==> src/rtl/sram_axi_pkg.sv <==
// Shared types and helpers for the SRAM-like to AXI3 bridge.
package sram_axi_pkg;

  typedef enum logic [2:0] {
    S_IDLE   = 3'd0,
    S_RD_AR  = 3'd1,
    S_RD_R   = 3'd2,
    S_WR_AWW = 3'd3,
    S_WR_B   = 3'd4,
    S_DONE   = 3'd5
  } state_e;

  localparam int unsigned ID_INST = 0;
  localparam int unsigned ID_DATA = 1;

  localparam logic PORT_INST = 1'b0;
  localparam logic PORT_DATA = 1'b1;

  localparam logic [1:0] AXI_BURST_INCR = 2'b01;

  // Byte-lane strobe for a naturally aligned access of the given size.
  function automatic logic [3:0] size_to_wstrb(input logic [1:0] size, input logic [1:0] addr_lo);
    logic [3:0] strb;
    case (size)
      2'd0:    strb = 4'b0001 << addr_lo;
      2'd1:    strb = 4'b0011 << {addr_lo[1], 1'b0};
      default: strb = 4'b1111;
    endcase
    return strb;
  endfunction

endpackage

==> src/rtl/sram_like_arbiter.sv <==
// Two-way request arbiter for the inst/data ports.
// SRAM_AXI_DATA_PRIO_EN: fixed data-over-inst priority; otherwise round-robin.
module sram_like_arbiter
  import sram_axi_pkg::*;
(
  input  logic clk,
  input  logic rst,
  input  logic i_en,
  input  logic i_inst_req,
  input  logic i_data_req,
  output logic o_gnt_inst_c,
  output logic o_gnt_data_c
);

  logic w_pick_data;

`ifdef SRAM_AXI_DATA_PRIO_EN
  assign w_pick_data = i_data_req;
`else
  logic r_last_grant;

  // On a tie the port that did not win last time goes first.
  assign w_pick_data = i_data_req & (~i_inst_req | (r_last_grant == PORT_INST));

  // Remember the most recent winner.
  always_ff @(posedge clk) begin
    if (rst) begin
      r_last_grant <= PORT_INST;
    end else if (o_gnt_inst_c | o_gnt_data_c) begin
      r_last_grant <= o_gnt_data_c;
    end
  end
`endif

  assign o_gnt_data_c = i_en & w_pick_data;
  assign o_gnt_inst_c = i_en & i_inst_req & ~w_pick_data;

endmodule

==> src/rtl/sram_like_axi_bridge.sv <==
// SRAM-like inst/data slave ports to a single-outstanding AXI3 master.
// Config macro: SRAM_AXI_DATA_PRIO_EN (fixed data priority instead of round-robin).
module sram_like_axi_bridge
  import sram_axi_pkg::*;
#(
  parameter int unsigned ADDR_W = 32,
  parameter int unsigned DATA_W = 32,
  parameter int unsigned ID_W   = 4
) (
  input  logic              clk,
  input  logic              rst,
  input  logic              inst_req,
  input  logic              inst_wr,
  input  logic [1:0]        inst_size,
  input  logic [ADDR_W-1:0] inst_addr,
  input  logic [DATA_W-1:0] inst_wdata,
  output logic [DATA_W-1:0] inst_rdata,
  output logic              inst_addr_ok,
  output logic              inst_data_ok,
  input  logic              data_req,
  input  logic              data_wr,
  input  logic [1:0]        data_size,
  input  logic [ADDR_W-1:0] data_addr,
  input  logic [DATA_W-1:0] data_wdata,
  output logic [DATA_W-1:0] data_rdata,
  output logic              data_addr_ok,
  output logic              data_data_ok,
  output logic [ID_W-1:0]   arid,
  output logic [ADDR_W-1:0] araddr,
  output logic [3:0]        arlen,
  output logic [2:0]        arsize,
  output logic [1:0]        arburst,
  output logic [1:0]        arlock,
  output logic [3:0]        arcache,
  output logic [2:0]        arprot,
  output logic              arvalid,
  input  logic              arready,
  input  logic [ID_W-1:0]   rid,
  input  logic [DATA_W-1:0] rdata,
  input  logic [1:0]        rresp,
  input  logic              rlast,
  input  logic              rvalid,
  output logic              rready,
  output logic [ID_W-1:0]   awid,
  output logic [ADDR_W-1:0] awaddr,
  output logic [3:0]        awlen,
  output logic [2:0]        awsize,
  output logic [1:0]        awburst,
  output logic [1:0]        awlock,
  output logic [3:0]        awcache,
  output logic [2:0]        awprot,
  output logic              awvalid,
  input  logic              awready,
  output logic [ID_W-1:0]   wid,
  output logic [DATA_W-1:0] wdata,
  output logic [DATA_W/8-1:0] wstrb,
  output logic              wlast,
  output logic              wvalid,
  input  logic              wready,
  input  logic [ID_W-1:0]   bid,
  input  logic [1:0]        bresp,
  input  logic              bvalid,
  output logic              bready
);

  localparam int unsigned STRB_W = DATA_W / 8;

  state_e            r_state;
  state_e            w_next;
  logic              r_port;
  logic [1:0]        r_size;
  logic [ADDR_W-1:0] r_addr;
  logic [DATA_W-1:0] r_wdata;
  logic [DATA_W-1:0] r_rdata;
  logic              r_aw_done;
  logic              r_w_done;

  logic w_gnt_inst;
  logic w_gnt_data;
  logic w_gnt;
  logic w_sel_wr;
  logic w_unused;

  // Responses carry nothing we need with a single transaction in flight.
  assign w_unused = ^{rid, rresp, rlast, bid, bresp};

  sram_like_arbiter u_arb (
    .clk          (clk),
    .rst          (rst),
    .i_en         (r_state == S_IDLE),
    .i_inst_req   (inst_req),
    .i_data_req   (data_req),
    .o_gnt_inst_c (w_gnt_inst),
    .o_gnt_data_c (w_gnt_data)
  );

  assign w_gnt        = w_gnt_inst | w_gnt_data;
  assign w_sel_wr     = w_gnt_data ? data_wr : inst_wr;
  assign inst_addr_ok = w_gnt_inst;
  assign data_addr_ok = w_gnt_data;

  // State register.
  always_ff @(posedge clk) begin
    if (rst) r_state <= S_IDLE;
    else     r_state <= w_next;
  end

  // Next state and AXI handshake outputs.
  always_comb begin
    w_next  = r_state;
    arvalid = 1'b0;
    rready  = 1'b0;
    awvalid = 1'b0;
    wvalid  = 1'b0;
    bready  = 1'b0;
    case (r_state)
      S_IDLE: begin
        if (w_gnt) w_next = w_sel_wr ? S_WR_AWW : S_RD_AR;
      end
      S_RD_AR: begin
        arvalid = 1'b1;
        if (arready) w_next = S_RD_R;
      end
      S_RD_R: begin
        rready = 1'b1;
        if (rvalid) w_next = S_DONE;
      end
      S_WR_AWW: begin
        awvalid = ~r_aw_done;
        wvalid  = ~r_w_done;
        if ((r_aw_done | awready) && (r_w_done | wready)) w_next = S_WR_B;
      end
      S_WR_B: begin
        bready = 1'b1;
        if (bvalid) w_next = S_DONE;
      end
      S_DONE:  w_next = S_IDLE;
      default: w_next = S_IDLE;
    endcase
  end

  // Request latch, read data capture and write-channel completion flags.
  always_ff @(posedge clk) begin
    if (rst) begin
      r_port    <= PORT_INST;
      r_size    <= '0;
      r_addr    <= '0;
      r_wdata   <= '0;
      r_rdata   <= '0;
      r_aw_done <= 1'b0;
      r_w_done  <= 1'b0;
    end else begin
      case (r_state)
        S_IDLE: begin
          if (w_gnt) begin
            r_port    <= w_gnt_data;
            r_size    <= w_gnt_data ? data_size  : inst_size;
            r_addr    <= w_gnt_data ? data_addr  : inst_addr;
            r_wdata   <= w_gnt_data ? data_wdata : inst_wdata;
            r_rdata   <= '0;
            r_aw_done <= 1'b0;
            r_w_done  <= 1'b0;
          end
        end
        S_RD_R: begin
          if (rvalid) r_rdata <= rdata;
        end
        S_WR_AWW: begin
          if (awvalid && awready) r_aw_done <= 1'b1;
          if (wvalid && wready)   r_w_done  <= 1'b1;
        end
        default: ;
      endcase
    end
  end

  assign inst_data_ok = (r_state == S_DONE) && (r_port == PORT_INST);
  assign data_data_ok = (r_state == S_DONE) && (r_port == PORT_DATA);
  assign inst_rdata   = inst_data_ok ? r_rdata : '0;
  assign data_rdata   = data_data_ok ? r_rdata : '0;

  assign arid    = r_port ? ID_W'(ID_DATA) : ID_W'(ID_INST);
  assign araddr  = r_addr;
  assign arlen   = 4'd0;
  assign arsize  = {1'b0, r_size};
  assign arburst = AXI_BURST_INCR;
  assign arlock  = 2'b00;
  assign arcache = 4'd0;
  assign arprot  = 3'd0;

  assign awid    = arid;
  assign awaddr  = r_addr;
  assign awlen   = 4'd0;
  assign awsize  = {1'b0, r_size};
  assign awburst = AXI_BURST_INCR;
  assign awlock  = 2'b00;
  assign awcache = 4'd0;
  assign awprot  = 3'd0;

  assign wid   = awid;
  assign wdata = r_wdata;
  assign wstrb = STRB_W'(size_to_wstrb(r_size, r_addr[1:0]));
  assign wlast = 1'b1;

endmodule
==> config.mk <==
export PLATFORM = sky130hd
export DESIGN_NAME = sram_like_axi_bridge
export DESIGN_NICKNAME = d
export VERILOG_FILES = /design/src/rtl/sram_axi_pkg.sv /design/src/rtl/sram_like_arbiter.sv /design/src/rtl/sram_like_axi_bridge.sv
export SDC_FILE = /design/constraint.sdc
export NUM_CORES = 1
export LEC_CHECK = 0
export BUFFER_PORTS_ARGS = -buffer_cell sky130_fd_sc_hd__buf_4
export CAP_MARGIN = 0
export CORE_AREA = 2 2 160 162
export CTS_CLUSTER_SIZE = 20
export DETAILED_ROUTE_END_ITERATION = 16
export DIE_AREA = 0 0 162 164
export PLACE_DENSITY = 0.53
export SETUP_SLACK_MARGIN = 0.4
export SLEW_MARGIN = 20
export SYNTH_ARGS = -nofsm -noshare
export SYNTH_HDL_FRONTEND = slang
export SYNTH_HIERARCHICAL = 1
export SYNTH_SLANG_ARGS = --single-unit
export TNS_END_PERCENT = 5
==> constraint.sdc <==
create_clock -name clk -period 2.2 [get_ports clk]
set_input_delay 0.11 -clock clk [delete_from_list [all_inputs] [get_ports clk]]
set_output_delay 0.11 -clock clk [all_outputs]
set_load 0.02 [all_outputs]
==> impl_metrics.csv, run 1 <==
group,metric,value,unit
run_status,status,"finished, final reports clean",
synthesis,synth_top_area_cell,"dfxtp_1",
layout,area.growth.synth_to_final,68.49,%
die,ios,410,
timing,fin_skew,0.008270,ns
die,design.core.area,0.02482,mm²
timing,slew_headroom,63.49,%
timing,setup_viol_count_final,0,
clocking,cts_tree,"built",
setup_path,end_kind,"register",
synthesis,synth_warnings,6,
layout,fin_area,0.009748,mm²
drt,first_iter_violations,183,
drt,ant_nets,0,
global_routing,met2_usage,27.00,%
clocking,clkLatencyLatePin,0.34,ns
power,finalPower,13760,µW
synthesis,ys_types,34,
global_routing,grt_pass1_vias,5371,
synthesis,async_flop_share,0,%
timing,fin_crit_sh,85.92,%
synthesis,synth_commonest_cells,"dfxtp_1 (105), nor2_1 (102), buf_4 (82)",
synthesis,ys_seq_area_share,36.33,%
drt,drt_wl_total,21.78,mm
layout,antenna_cells,0,
setup_path,rrSetupSlack,0.31,ns
synthesis,syn_avg_cell_area,9.362,µm²
setup_path,worst_r2r_path_depth,10,
synthesis,synth_edf_count,0,
hold_path,whs_endpoint,"r_rdata[7]$_SDFFE_PP0P_",
die,die_x,162,µm
setup_path,worstPathRequired,2.46,ns
power,powerDensity,1412,mW/mm²
clocking,ctsLongestPathBuffers,2,
layout,fillers,2473,
global_routing,grt_usage,14.79,%
clocking,cts_made_buffers,9,
job,max-cap-violations,0,
setup_path,r2r-start,"r_state[0]$_SDFFE_PP0P_",
timing,rsz0062_at_grt,"yes",
hold_path,hp-class,"primary input to register",
hold_path,min_path_cells,3,
layout,drive_gt1_share,53.86,%
global_routing,grt_max_degree,66,
global_routing,grt_use_met3,4.773,%
timing,drv_slew,0,
placed_design,dpl-instance-area,0.008389,mm²
placed_design,io_buffers,354,
placed_design,place.gp.congestion,0.7386,
setup_path,r2r-end,"araddr[12]$_SDFFE_PP0P_",
synthesis,syn_inst,618,
clocking,cts-root-buf,"clkbuf_16",
timing,max_freq,529.0,MHz
drt,drcViolationCount,0,
timing,totalNegativeSetupSlack,0,ns
drt,firstDrtPassIters,4,
die,die_h,164,µm
global_routing,antenna_found_initial,0,
timing,tightest_slew,0.5477,ns
die,die-area,0.02657,mm²
timing,period_needed,1.890,ns
drt,wl_per_cell,16.58,µm
setup_path,cp-start-kind,"register",
global_routing,met1_usage,16.93,%
timing,finalHoldViolations,0,
power,p_leak,0.004404,µW
synthesis,netlist_area,0.005786,mm²
drt,post_drt_via_cell_ratio,4.278,
die,fp-row-count,58,
drt,vias,5621,
global_routing,gr-total-overflow,0,
synthesis,synth_top_area_share,36.33,%
synthesis,synthTopCellsByArea,"dfxtp_1 (36%), a211oi_2 (13%), mux2i_1 (12%)",
setup_path,crit_arrival,2.15,ns
setup_path,critPathMaxFanout,6,
clocking,cts.sinks,105,
synthesis,ys_ff_latch,105,
power,ir_worst_vdd,0.0007082,V
clocking,clk_pin_slew,0.07,ns
global_routing,top_usage_layer,"met2",
placed_design,dpl.hpwl,14.02,mm
hold_path,worstHoldStart,"rdata[7]",
setup_path,critPathKind,"register to register",
synthesis,ys.flop_type,"dfxtp_1",
die,initial_core_util,23.31,%
layout,num-nets-final,1168,
global_routing,grt_pass1_wl,30.44,mm
clocking,htreeDepth,3,
synthesis,synth.most_common_cell,"dfxtp_1",
[sequential cells by signal, summed over array words and instances (netlist names), 2 cells and up]
| register | count |
|---|---|
| araddr | 32 |
| r_rdata | 32 |
| wdata | 32 |
| r_state | 3 |
| r_size | 2 |
[placed cells by master, fill, tap and decap left out, drive strengths merged, types with 2 or more instances in the layout]
cell type,Yosys,layout
a211oi,68,68
dlygate4sd3,0,21
nand3,3,3
dfxtp,105,105
nand2,4,4
nor4b,2,2
clkbuf,25,17
mux2i,67,67
nor4,2,2
nor2,102,102
inv,5,5
a21oi,6,6
conb,2,42
buf,105,413
o21bai,4,4
a22oi,33,33
and2,65,65
o31ai,2,2
nor2b,2,2
clkinvlp,0,2
nor3,7,7
[timing repair]
item,in CTS,in global routing
hold buffers,21,0
pin swaps,4,24
gates cloned,7,6
endpoints found under the setup margin,128,166
resized for setup,31,44
hold endpoints to repair,21,0
buffers inserted,16,21
[cell families (layout without fill, tap and decap cells)]
family / after synthesis / after routing / synth area share, %
multiplexers: 67 / 67 / 11.59
flip-flops: 105 / 105 / 36.33
AO/OA/AOI/OAI: 118 / 118 / 20.16
buffers and inverters: 135 / 461 / 15.33
AND/OR/NAND/NOR: 191 / 191 / 16.46
other: 2 / 42 / 0.1298
[metal layers]
layer / routed length [µm] / vias up
li1: - / 2753
met1: 8494 / 2589
met2: 11170 / 269
met3: 1929 / 10
met4: 189 / 0
met5: 0 / -
[layout make-up]
type | instances | area, µm² | share of cell area [%]
Timing Repair Buffer | 441 | 3836 | 39.35
Tap cell | 330 | 412.9 | 4.236
Clock inverter | 4 | 53.80 | 0.5519
Sequential cell | 105 | 2110 | 21.64
Inverter | 5 | 26.28 | 0.2695
Clock buffer | 11 | 242.7 | 2.490
Multi-Input combinational cell | 418 | 3067 | 31.46
[metrics by stage]
step	cells	hold WS (ns)	utilization [%]	setup WS (ns)
floorplan	658	0.1880	-	0.3127
global placement	1228	0.3556	33.80	0.1678
detailed placement	1228	0.3653	33.80	0.1291
finish	1314	0.01848	39.28	0.3098
global route	1314	0.01259	39.28	0.2093
CTS	1287	0.0001351	37.38	0.2927
[worst max-delay path by stage]
stage	endpoint	startpoint
after floorplan	wdata[3]$_SDFFE_PP0P_	r_state[0]$_SDFFE_PP0P_
after global placement	r_size[1]$_SDFFE_PP0P_	r_state[0]$_SDFFE_PP0P_
after detailed placement	wdata[25]$_SDFFE_PP0P_	r_state[0]$_SDFFE_PP0P_
after CTS	inst_rdata[20]	r_state[0]$_SDFFE_PP0P_
after global routing	araddr[12]$_SDFFE_PP0P_	r_state[0]$_SDFFE_PP0P_
final	araddr[12]$_SDFFE_PP0P_	r_state[0]$_SDFFE_PP0P_
[power by group]
group	internal [µW]	leakage [µW]	switching, µW
logic	4270	0.00340	4690
registers	2590	0.000863	551
clock network	912	0.000138	743
[worst max-delay path: stages, from the launching register on]
cell,delay (ns)
dfxtp_2,0.34
nor3_4,0.25
nand2_1,0.09
a21oi_2,0.13
or2_1,0.15
and2_4,0.22
buf_6,0.13
buf_12,0.10
clkbuf_16,0.14
nor2_1,0.05
a211oi_2,0.20
Power figures use the tool's default switching activity.
==> run 2: changes to the inputs <==
ABC_AREA = 1   (was unset)
ABC_CLOCK_PERIOD_IN_PS = 2200   (was unset)
CAP_MARGIN = unset   (was 0)
PLACE_DENSITY = 0.52   (was 0.53)
==> run 2 against run 1 <==
Compared with the run above:
- combinational power decreased by 23%
- hold slack improved by 0.0035 ns
- non-clock buffer count decreased by 39
- sequential share of layout area increased by 0.89 points
- via count increased by 3.1%
- maximum frequency increased by 8.7%
- clock skew increased by 0.016 ns
- die area unchanged
- flip-flop and latch count unchanged
- final area decreased by 4.0%
- routed wire length decreased by 2.1%
- setup slack improved by 0.15 ns
- critical path type is now register to primary output
- largest power group unchanged
==> impl_metrics.csv, run 2 <==
group,metric,value,unit
run_status,status,"finished, final reports clean",
drt,drcViolationCount,0,
synthesis,synth.most_common_cell,"dfxtp_1",
power,netSwitchingFraction,45.51,%
setup_path,critPathMaxFanout,32,
placed_design,dpl.hpwl,14.56,mm
drt,firstDrtPassIters,4,
power,p_leak,0.004134,µW
power,power.switching,5285,µW
timing,drv_slew,0,
global_routing,met2_usage,25.98,%
power,share_seq_of_total_power,26.0,%
timing,totalNegativeSetupSlack,0,ns
synthesis,ys_seq_area_share,36.71,%
global_routing,grt_max_degree,40,
clocking,ctsLongestPathBuffers,2,
drt,first_iter_violations,241,
timing,period_needed,1.739,ns
die,fp-row-count,58,
die,design.core.area,0.02482,mm²
setup_path,critPathKind,"register to primary output",
timing,fin_crit_sh,79.02,%
die,initial_core_util,23.07,%
clocking,cts_made_buffers,9,
synthesis,synth_top_area_cell,"dfxtp_1",
global_routing,top_usage_layer,"met2",
layout,drive_gt1_share,50.38,%
timing,rsz0062_at_grt,"yes",
global_routing,grt_pass1_wl,29.94,mm
clocking,cts-root-buf,"clkbuf_16",
die,die_h,164,µm
job,max-cap-violations,0,
global_routing,gr-total-overflow,0,
drt,ant_nets,0,
synthesis,syn_inst,719,
clocking,clkLatencyLatePin,0.37,ns
setup_path,end_kind,"primary output",
layout,final_cell_mix,"buf_4 (363), dfxtp_1 (101), nor2_1 (68), mux2i_1 (61), a21oi_2 (58)",
synthesis,synth_edf_count,0,
layout,antenna_cells,0,
timing,setup_viol_count_final,0,
die,die_x,162,µm
global_routing,met1_usage,17.21,%
synthesis,synth_commonest_cells,"dfxtp_1 (105), buf_4 (84), nor2_1 (81)",
synthesis,ys_types,27,
placed_design,dpl-instance-area,0.008223,mm²
global_routing,antenna_found_initial,0,
synthesis,ys_ff_latch,105,
power,p_comb_share,59.1,%
layout,area.growth.synth_to_final,63.53,%
layout,num-nets-final,1237,
setup_path,worst_r2r_path_depth,10,
setup_path,crit_arrival,1.63,ns
synthesis,synth_warnings,6,
placed_design,dp.cells,1329,
timing,slew_headroom,57.98,%
timing,holdWs,0.02202,ns
global_routing,grt_usage,14.48,%
clocking,cts_tree,"built",
timing,max_freq,575.2,MHz
layout,fin_area,0.009363,mm²
hold_path,hp-class,"primary input to register",
clocking,htreeDepth,3,
placed_design,io_buffers,354,
hold_path,min_path_cells,3,
drt,wl_per_cell,15.41,µm
layout,fin_cells,1384,
synthesis,synth_top_area_share,36.71,%
power,ir_worst_vdd,0.0007446,V
timing,fin_skew,0.02423,ns
synthesis,syn_avg_cell_area,7.963,µm²
synthesis,netlist_area,0.005725,mm²
die,ios,410,
power,internal-power,6329,µW
drt,vias,5793,
placed_design,place.gp.congestion,0.7795,
synthesis,synthTopCellsByArea,"dfxtp_1 (37%), mux2i_1 (11%), buf_4 (11%)",
global_routing,grt_use_met3,3.485,%
clocking,clk_pin_slew,0.08,ns
clocking,cts.sinks,105,
timing,finalHoldViolations,0,
timing,tightest_slew,0.6303,ns
drt,post_drt_via_cell_ratio,4.186,
setup_path,worstPathRequired,2.09,ns
power,clkPwrFrac,14.9,%
synthesis,async_flop_share,0,%
global_routing,grt_pass1_vias,5458,
layout,fin_util,37.72,%
drt,drt_wl_total,21.33,mm
power,powerDensity,1241,mW/mm²
die,die-area,0.02657,mm²
synthesis,ys.flop_type,"dfxtp_1",
layout,layout_commonest_cell,"buf_4",
setup_path,cp-start-kind,"register",
run 2: cell types whose count changed in the layout (fill, tap and decap cells not counted), moves of 31 or more:
| cell | before | now |
|---|---|---|
| a22oi_1 | 33 | 0 |
| nand2_1 | 3 | 57 |
| o21ai_0 | 0 | 38 |
| a211oi_2 | 59 | 0 |
| nor2_1 | 100 | 68 |
| a21oi_2 | 2 | 58 |
| a21oi_1 | 3 | 44 |
| inv_1 | 2 | 52 |
| nand2_2 | 1 | 32 |
| o21ai_1 | 0 | 39 |
| and2_1 | 49 | 0 |
run 2: final cells by class:
type	instances	area, µm²
Inverter	58	232.7
Clock buffer	9	225.2
Fill cell	2569	15460
Sequential cell	105	2110
Tap cell	330	412.9
Timing Repair Buffer	402	3357
Clock inverter	7	91.34
Multi-Input combinational cell	473	2934
run 2: power groups by stage:
stage               clock, µW  combinational (µW)  sequential, µW
detailed placement          0                5540            3020
floorplan                   0                3370            3540
CTS                      1800                6070            3010
finish                   1730                6860            3030
global placement            0                5520            3030
global route             1850                7300            3110
run 2: what timing repair did:
item,in CTS,in global routing
pin swaps,2,8
hold buffers,17,0
gates cloned,4,7
hold endpoints to repair,17,0
buffers inserted,4,7
gates resized for setup,19,82
endpoints found under the setup margin,162,163
run 2: worst paths after layout:
check	start	end	slack, ns
setup / recovery	r_state[0]$_SDFFE_PP0P_	inst_rdata[24]	0.46
hold / removal	rdata[14]	r_rdata[14]$_SDFFE_PP0P_	0.02
setup reg to reg	r_state[1]$_SDFFE_PP0P_	r_size[0]$_SDFFE_PP0P_	0.47
hold reg to reg	r_rdata[31]$_SDFFE_PP0P_	r_rdata[31]$_SDFFE_PP0P_	0.46
run 2: metal layers:
layer	part of all wire [%]	up-vias	wire length, µm
met1	41	2651	8763
met2	51	251	10800
met4	1.5	0	317
met3	6.8	18	1452
met5	0	-	0
li1	-	2873	-
run 2: through the flow:
| stage | worst slack, ns | power (µW) |
|---|---|---|
| after floorplan | 0.4315 | 6905 |
| after global placement | 0.2120 | 8556 |
| after detailed placement | 0.1920 | 8563 |
| after CTS | 0.3779 | 10880 |
| after global routing | 0.3666 | 12260 |
| final | 0.4615 | 11610 |
run 2: cell families after synthesis:
family	Yosys count	share of synthesized area [%]
compound gates	182	18.18
buf+inv	184	19.14
flops	105	36.71
mux	63	11.01
other cells	2	0.1312
simple gates	183	14.82
run 2: worst max-delay path, stage by stage (launching register included):
cell	delay, ns
dfxtp_2	0.36
buf_6	0.14
nand3_2	0.12
nor2_2	0.12
inv_1	0.07
buf_8	0.18
nor2_2	0.13
buf_4	0.16
